### config.mk
export PLATFORM = sky130hd
export DESIGN_NAME = keypad_entry_ctrl_flat
export DESIGN_NICKNAME = d
export VERILOG_FILES = /design/src/rtl/keypad_entry_ctrl_if.sv /design/src/rtl/keypad_entry_ctrl.sv /design/src/flat_wrapper.sv
export SDC_FILE = /design/constraint.sdc
export NUM_CORES = 1
export LEC_CHECK = 0
export ABC_AREA = 1
export ABC_CLOCK_PERIOD_IN_PS = 1900
export CORE_MARGIN = 10
export CORE_UTILIZATION = 53
export DETAILED_ROUTE_END_ITERATION = 6
export HOLD_SLACK_MARGIN = 0.08
export PLACE_DENSITY = 0.84
export SLEW_MARGIN = 20
export SYNTH_ARGS = -nofsm -noshare
export SYNTH_HDL_FRONTEND = slang
export SYNTH_SLANG_ARGS = --single-unit
### constraint.sdc
create_clock -name clk -period 1.9 [get_ports clk]
set_clock_uncertainty 0.05 [all_clocks]
set_input_delay 0.285 -clock clk [delete_from_list [all_inputs] [get_ports clk]]
set_output_delay 0.285 -clock clk [all_outputs]
set_load 0.05 [all_outputs]
### src/rtl/keypad_entry_ctrl_if.sv
// ---------------------------------------------------------------------------
// keypad_entry_ctrl_if
//   Groups the scanner-side key inputs and the display/result outputs of the
//   keypad entry controller into one bundle.
//
//   Signals:
//     key_pressed  scanner sees a key down this cycle (level)
//     key_code     scanner key code, valid while key_pressed=1
//     entry_value  committed BCD value, digit3 in [15:12]
//     entry_valid  one-cycle pulse when entry_value updates
//     entry_err    one-cycle pulse on a rejected key
//     digit_count  digits currently held in the entry buffer (0..4)
//     disp_digit   BCD nibble for the currently lit digit
//     an           anodes, active-low one-hot
//
//   Modports:
//     master  key source / display consumer (scanner + segment driver side)
//     slave   the controller itself
// ---------------------------------------------------------------------------
interface keypad_entry_ctrl_if;
  logic        key_pressed;
  logic [3:0]  key_code;
  logic [15:0] entry_value;
  logic        entry_valid;
  logic        entry_err;
  logic [2:0]  digit_count;
  logic [3:0]  disp_digit;
  logic [3:0]  an;

  modport master (
    output key_pressed, key_code,
    input  entry_value, entry_valid, entry_err, digit_count, disp_digit, an
  );

  modport slave (
    input  key_pressed, key_code,
    output entry_value, entry_valid, entry_err, digit_count, disp_digit, an
  );
endinterface

### src/rtl/keypad_entry_ctrl.sv
// ---------------------------------------------------------------------------
// keypad_entry_ctrl
//   Sits between a 4x4 keypad scanner and a 4-digit seven-segment driver.
//   Debounces key presses and releases, interprets keys 0-9 as digit entry and
//   A/B/C as Enter/Backspace/Clear, keeps a 4-digit BCD entry buffer, publishes
//   the buffer on Enter, and time-multiplexes the live buffer onto the anodes.
//
//   Parameters:
//     DEBOUNCE_CYCLES  stable cycles required for press and for release (>=2)
//     REFRESH_CYCLES   clk cycles each digit stays lit (>=2)
//
//   Ports:
//     clk  system clock
//     rst  synchronous reset, active-low
//     kp   keypad_entry_ctrl_if.slave (key inputs, result and display outputs)
//
//   Build option:
//     KEYPAD_LEADING_BLANK_EN  when defined, digit positions at or above
//                              digit_count are blanked (an=1111, nibble 0);
//                              position 0 stays lit showing 0 on an empty
//                              buffer. Undefined: all four digits always lit.
// ---------------------------------------------------------------------------
module keypad_entry_ctrl #(
  parameter int DEBOUNCE_CYCLES = 16,
  parameter int REFRESH_CYCLES  = 100000
) (
  input  logic               clk,
  input  logic               rst,
  keypad_entry_ctrl_if.slave kp
);

  localparam int NUM_DIGITS = 4;
  localparam int DB_W       = (DEBOUNCE_CYCLES > 2) ? $clog2(DEBOUNCE_CYCLES) : 1;
  localparam int REF_W      = (REFRESH_CYCLES  > 2) ? $clog2(REFRESH_CYCLES)  : 1;
  localparam logic [DB_W-1:0]  DB_LAST  = DB_W'(DEBOUNCE_CYCLES - 1);
  localparam logic [REF_W-1:0] REF_LAST = REF_W'(REFRESH_CYCLES - 1);

  typedef enum logic [2:0] {
    IDLE,
    PRESS_DB,
    ACCEPT,
    HOLD,
    RELEASE_DB
  } state_t;

  // ---------------------------------------------------------------------------
  // Registers
  // ---------------------------------------------------------------------------
  state_t           state_q, state_d;
  logic [DB_W-1:0]  cnt_q,   cnt_d;
  logic [3:0]       key_q,   key_d;

  logic [15:0]      buf_q,   buf_d;
  logic [2:0]       dcnt_q,  dcnt_d;
  logic [15:0]      val_q,   val_d;
  logic             valid_q, valid_d;
  logic             err_q,   err_d;

  logic [REF_W-1:0] ref_q,   ref_d;
  logic [1:0]       idx_q,   idx_d;
  logic [3:0]       an_q,    an_d;
  logic [3:0]       dig_q,   dig_d;

  // ---------------------------------------------------------------------------
  // Debounce / key FSM
  //   The IDLE->PRESS_DB cycle counts as the first high sample, so an accepted
  //   press needs DEBOUNCE_CYCLES+1 consecutive high samples and the action is
  //   registered DEBOUNCE_CYCLES+1 edges after the first one.
  // ---------------------------------------------------------------------------
  always_comb begin
    state_d = state_q;
    cnt_d   = cnt_q;
    key_d   = key_q;
    unique case (state_q)
      IDLE: begin
        if (kp.key_pressed) begin
          state_d = PRESS_DB;
          cnt_d   = '0;
        end
      end
      PRESS_DB: begin
        if (!kp.key_pressed) begin
          state_d = IDLE;
        end else if (cnt_q == DB_LAST) begin
          key_d   = kp.key_code;
          state_d = ACCEPT;
        end else begin
          cnt_d = cnt_q + DB_W'(1);
        end
      end
      ACCEPT: begin
        state_d = HOLD;
      end
      HOLD: begin
        // No auto-repeat: only a debounced release re-arms IDLE.
        if (!kp.key_pressed) begin
          state_d = RELEASE_DB;
          cnt_d   = '0;
        end
      end
      RELEASE_DB: begin
        if (kp.key_pressed) begin
          state_d = HOLD;
        end else if (cnt_q == DB_LAST) begin
          state_d = IDLE;
        end else begin
          cnt_d = cnt_q + DB_W'(1);
        end
      end
      default: begin
        state_d = IDLE;
      end
    endcase
  end

  // ---------------------------------------------------------------------------
  // Key actions, executed only during the single ACCEPT cycle
  // ---------------------------------------------------------------------------
  always_comb begin
    buf_d   = buf_q;
    dcnt_d  = dcnt_q;
    val_d   = val_q;
    valid_d = 1'b0;
    err_d   = 1'b0;
    if (state_q == ACCEPT) begin
      if (key_q <= 4'h9) begin
        if (dcnt_q < 3'd4) begin
          buf_d  = {buf_q[11:0], key_q};
          dcnt_d = dcnt_q + 3'd1;
        end else begin
          err_d = 1'b1;
        end
      end else begin
        unique case (key_q)
          4'hA: begin
            if (dcnt_q != 3'd0) begin
              val_d   = buf_q;
              valid_d = 1'b1;
              buf_d   = '0;
              dcnt_d  = '0;
            end else begin
              err_d = 1'b1;
            end
          end
          4'hB: begin
            // Backspace on an empty buffer is a silent no-op.
            buf_d = {4'h0, buf_q[15:4]};
            if (dcnt_q != 3'd0) dcnt_d = dcnt_q - 3'd1;
          end
          4'hC: begin
            buf_d  = '0;
            dcnt_d = '0;
          end
          default: ;
        endcase
      end
    end
  end

  // ---------------------------------------------------------------------------
  // Display multiplexing
  //   idx/an/disp advance together on the refresh wrap, so the display samples
  //   the buffer as it stands at that edge; a buffer change lands on the next
  //   wrap, never mid-digit.
  // ---------------------------------------------------------------------------
  logic [NUM_DIGITS-1:0][3:0] nib_w;
  logic                       wrap_w;

  for (genvar g = 0; g < NUM_DIGITS; g++) begin : g_nib
    assign nib_w[g] = buf_q[g*4 +: 4];
  end

  assign wrap_w = (ref_q == REF_LAST);

  always_comb begin
    ref_d = wrap_w ? '0 : ref_q + REF_W'(1);
    idx_d = idx_q;
    an_d  = an_q;
    dig_d = dig_q;
    if (wrap_w) begin
      idx_d = idx_q + 2'd1;
      an_d  = ~(4'b0001 << idx_d);
      dig_d = nib_w[idx_d];
`ifdef KEYPAD_LEADING_BLANK_EN
      // Blank positions with no entered digit; an empty buffer keeps a lone 0.
      if (({1'b0, idx_d} >= dcnt_q) && !((dcnt_q == 3'd0) && (idx_d == 2'd0))) begin
        an_d  = 4'b1111;
        dig_d = 4'h0;
      end
`else
      // All four positions always lit, leading zeros shown.
`endif
    end
  end

  // ---------------------------------------------------------------------------
  // State registers
  // ---------------------------------------------------------------------------
  always_ff @(posedge clk) begin
    if (!rst) begin
      state_q <= IDLE;
      cnt_q   <= '0;
      key_q   <= '0;
      buf_q   <= '0;
      dcnt_q  <= '0;
      val_q   <= '0;
      valid_q <= 1'b0;
      err_q   <= 1'b0;
      ref_q   <= '0;
      idx_q   <= '0;
      an_q    <= 4'b1111;
      dig_q   <= '0;
    end else begin
      state_q <= state_d;
      cnt_q   <= cnt_d;
      key_q   <= key_d;
      buf_q   <= buf_d;
      dcnt_q  <= dcnt_d;
      val_q   <= val_d;
      valid_q <= valid_d;
      err_q   <= err_d;
      ref_q   <= ref_d;
      idx_q   <= idx_d;
      an_q    <= an_d;
      dig_q   <= dig_d;
    end
  end

  assign kp.entry_value = val_q;
  assign kp.entry_valid = valid_q;
  assign kp.entry_err   = err_q;
  assign kp.digit_count = dcnt_q;
  assign kp.disp_digit  = dig_q;
  assign kp.an          = an_q;

endmodule

### src/flat_wrapper.sv
// flat-port wrapper written by rule: the top's interface ports become plain ports
module keypad_entry_ctrl_flat 
#(
  parameter int DEBOUNCE_CYCLES = 16,
  parameter int REFRESH_CYCLES  = 100000
)
  (clk, rst, kp_key_pressed, kp_key_code, kp_entry_value, kp_entry_valid, kp_entry_err, kp_digit_count, kp_disp_digit, kp_an);
  keypad_entry_ctrl_if kp_i ();
  input  logic clk;
  input  logic rst;
  input wire logic [$bits(kp_i.key_pressed)-1:0] kp_key_pressed;
  input wire logic [$bits(kp_i.key_code)-1:0] kp_key_code;
  output wire logic [$bits(kp_i.entry_value)-1:0] kp_entry_value;
  output wire logic [$bits(kp_i.entry_valid)-1:0] kp_entry_valid;
  output wire logic [$bits(kp_i.entry_err)-1:0] kp_entry_err;
  output wire logic [$bits(kp_i.digit_count)-1:0] kp_digit_count;
  output wire logic [$bits(kp_i.disp_digit)-1:0] kp_disp_digit;
  output wire logic [$bits(kp_i.an)-1:0] kp_an;
  assign kp_i.key_pressed = kp_key_pressed;
  assign kp_i.key_code = kp_key_code;
  assign kp_entry_value = kp_i.entry_value;
  assign kp_entry_valid = kp_i.entry_valid;
  assign kp_entry_err = kp_i.entry_err;
  assign kp_digit_count = kp_i.digit_count;
  assign kp_disp_digit = kp_i.disp_digit;
  assign kp_an = kp_i.an;
  keypad_entry_ctrl #(.DEBOUNCE_CYCLES(DEBOUNCE_CYCLES), .REFRESH_CYCLES(REFRESH_CYCLES)) u_core (.clk(clk), .rst(rst), .kp(kp_i));
endmodule
==> out/metrics.csv <==
stage,metric,value,unit
outcome,status,completed,
floorplanning,ios,36,
cts,cts_max_level,3,
global_routing,grt-ovfl-total,0,
global_routing,grt_max_degree,45,
floorplanning,die_w,104,microns
floorplanning,num_rows,30,
critical_path,cpMaxStageDelayCell,clkdlybuf4s50_1,
floorplanning,die_area,10800,sq um
cts,cts-root-buf,clkbuf_8,
route,detail_route.wl_per_cell,12.9,microns
worst_hold_path,holdCritPathClass,register to register,
cts,clkLatencyLatePin,0.35,ns
final_layout,n_fill_cell,552,
route,ant_nets,0,
critical_path,cp-startpoint,u_core.kp.entry_value[9]$_SDFFE_PN0P_,
critical_path,cp_max_fo,2,
timing,setup_viol,0,
final_layout,area_delta_synth_final,17.8,%
power,p_leak,1.68,nW
synthesis,synth_edf_count,0,
timing,setup_tns,0,ns
timing,fin_crit,1.86,ns
timing,clock.fmax,537,MHz
critical_path,slowest_delay,0.82,ns
critical_path,path_class,register to output pin,
critical_path,cp.required,1.56,ns
power,comb_power_share,10.6,%
power,peakVddDrop,597,uV
global_routing,grt_pass1_wl,14.3,mm
final_layout,drive_gt1_share,14.0,%
floorplanning,core,6790,sq um
critical_path,r2r_setup_slack,0.15,ns
final_layout,final_cell_area,4390,sq um
synthesis,synth_top_cell_by_area,dfxtp_1,
floorplanning,start_util,54.8,%
synthesis,synth_cells,504,
place,io_buffers,35,
timing,relSlewSlack,65.5,%
synthesis,synth_top_area_share,40.3,%
global_routing,grt_pass1_vias,3206,
cts,cts_setup_buffers,0,
timing,worst_pin_slew,0.518,ns
timing,hold_viol_final,0,
route,dr_total_vias,3428,
critical_path,end_kind,output pin,
route,drt_iter0_markers,209,
critical_path,path_depth,1,
critical_path,cp_num_buf_inv,1,
critical_path,r2r_end,u_core.buf_q[6]$_SDFFE_PN0P_,
synthesis,synth_area_leaders,"dfxtp_1, nand2_1, o21ai_0",
timing,rsz0062_at_grt,false,
critical_path,startpoint_type,register,
synthesis,synth_flop_cell,dfxtp_1,
route,drc,0,
place,place_area,4140,sq um
cts,cts_buffers,9,
timing,period_share,98.0,%
power,seq_power_share,47.2,%
cts,cts_hold_buf,0,
power,powerDensity,801,nW/um^2
route,first_pass_iters,5,
route,wirelength,8.27,mm
critical_path,r2r-start,u_core.kp.digit_count[1]$_SDFFE_PN0P_,
final_layout,antennaDiodeCount,0,
timing,drv_slew,0,
power,power.switching,0.000893,W
power,swShare,25.4,%
synthesis,async_reset_ff_share,0,%
critical_path,crit_family,buffers and inverters,
final_layout,final_core_util,64.6,%
synthesis,synth_area,3720,sq um
critical_path,worstPathCellList,clkdlybuf4s50_1,
synthesis,synth_seq_area_share,40.3,%
synthesis,syn_area_per_cell,7.39,sq um
cts,clkSinkCount,75,
critical_path,reg2regPathDepth,9,
power,internal-power,0.00262,W
cts,cts_tree,done,
critical_path,crit_end,kp_entry_value[9],
cts,clockBufferDepth,2,
cts,cts.clk_slew.worst_paths,0.08,ns
flow_run,maxCapViolations,0,
synthesis,yosys_warnings,0,
synthesis,synth_fp_nets,520,
place,gp_congestion,0.897,
critical_path,worstPathArrival,1.53,ns
route,vias_per_cell,5.36,
place,hpwl,5.95,mm
global_routing,antenna_found_initial,0,
synthesis,ys_seq_elements,75,
final_layout,final_nets,555,
synthesis,yosysUniqueCellTypes,38,
power,clockPowerShare,42.2,%
global_routing,grt_usage,15.4,%
timing,hold_ws,0.415,ns
floorplanning,fp.dieH,104,microns
-- cell usage after synthesis (4+ instances only) --
library cell,count
a21oi_1,45
a21oi_2,6
a31oi_1,4
buf_2,5
clkbuf_1,7
dfxtp_1,75
ha_1,9
inv_1,51
inv_2,6
nand2_1,88
nand2_2,6
nand3_1,28
nand4_1,15
nor2_1,53
nor2_2,10
nor3_1,7
o211ai_2,4
o21ai_0,48
o22ai_1,7
or2_2,5
-- cells in the final DEF (no fill, tap or decap), types with 10 or more instances in the layout --
cell type,synthesis,layout
inv_1,51,51
nand2_1,88,88
nor2_1,53,53
a21oi_1,45,45
nand3_1,28,28
nor2_2,10,10
dfxtp_1,75,74
nand4_1,15,15
buf_4,1,10
o21ai_0,48,48
clkdlybuf4s50_1,0,30
-- registers in the layout, summed over array words and instances, names as in the netlist --
signal                 flops
u_core.buf_q              16
u_core.cnt_q               4
u_core.idx_q               2
u_core.key_q               4
u_core.kp.an               4
u_core.kp.digit_count      3
u_core.kp.disp_digit       4
u_core.kp.entry_err        1
u_core.kp.entry_valid      1
u_core.kp.entry_value     16
u_core.ref_q              17
u_core.state_q             3
-- power by group through the flow --
stage / clock network (W) / registers, W / logic (W)
2_1_floorplan: 0 / 0.00169 / 0.000293
3_5_place_dp: 0 / 0.00170 / 0.000368
5_1_grt: 0.00157 / 0.00167 / 0.000419
3_3_place_gp: 0 / 0.00169 / 0.000353
4_1_cts: 0.00150 / 0.00166 / 0.000371
6_report: 0.00148 / 0.00166 / 0.000371
-- worst min path at each step --
stage	start	to	slack [ns]	depth (start not counted)
floorplan	u_core.ref_q[0]$_SDFF_PP0_	u_core.ref_q[0]$_SDFF_PP0_	0.39	1
global placement	u_core.buf_q[1]$_SDFFE_PN0P_	u_core.buf_q[1]$_SDFFE_PN0P_	0.40	2
detailed placement	u_core.buf_q[1]$_SDFFE_PN0P_	u_core.buf_q[1]$_SDFFE_PN0P_	0.40	2
CTS	u_core.buf_q[1]$_SDFFE_PN0P_	u_core.buf_q[1]$_SDFFE_PN0P_	0.42	2
global route	u_core.buf_q[1]$_SDFFE_PN0P_	u_core.buf_q[1]$_SDFFE_PN0P_	0.44	2
finish	u_core.buf_q[1]$_SDFFE_PN0P_	u_core.buf_q[1]$_SDFFE_PN0P_	0.42	2
-- per-layer routing --
metal	wire length, microns	global-route usage [%]	share of wire (%)
met4	144	6.86	1.7
met5	0	0	0
met3	469	3.72	5.7
met2	4030	25.6	49
met1	3630	18.3	44
-- what timing repair did --
action                     in CTS  in global routing
setup endpoints to repair       0                  2
resized for setup               0                  2
hold endpoints to repair        0                  0
-- metrics by stage --
step                power, W  std cells  setup WS [ns]
global placement     0.00204        624          0.197
CTS                  0.00353        640         0.0108
global route         0.00366        640       0.000216
finish               0.00352        640         0.0379
detailed placement   0.00206        624          0.121
floorplan            0.00199        504         0.0283
-- cells by family after synthesis --
group / Yosys count / synth area share [%]
simple gates: 224 / 29.2
compound gates: 116 / 17.7
buf+inv: 77 / 9.11
flops: 75 / 40.3
fa+ha+maj: 9 / 3.02
xor+xnor: 3 / 0.706
-- area by class of cell --
cell class	instances	area [sq um]	area share, %
clock buffers	10	128	2.91
clock inverters	6	114	2.60
inverters	58	219	4.99
multi-input cells	352	1880	42.9
flip-flops and latches	75	1500	34.3
well taps	96	120	2.74
repair buffers	43	420	9.58
Note: power is estimated with default switching activity, not from simulation.
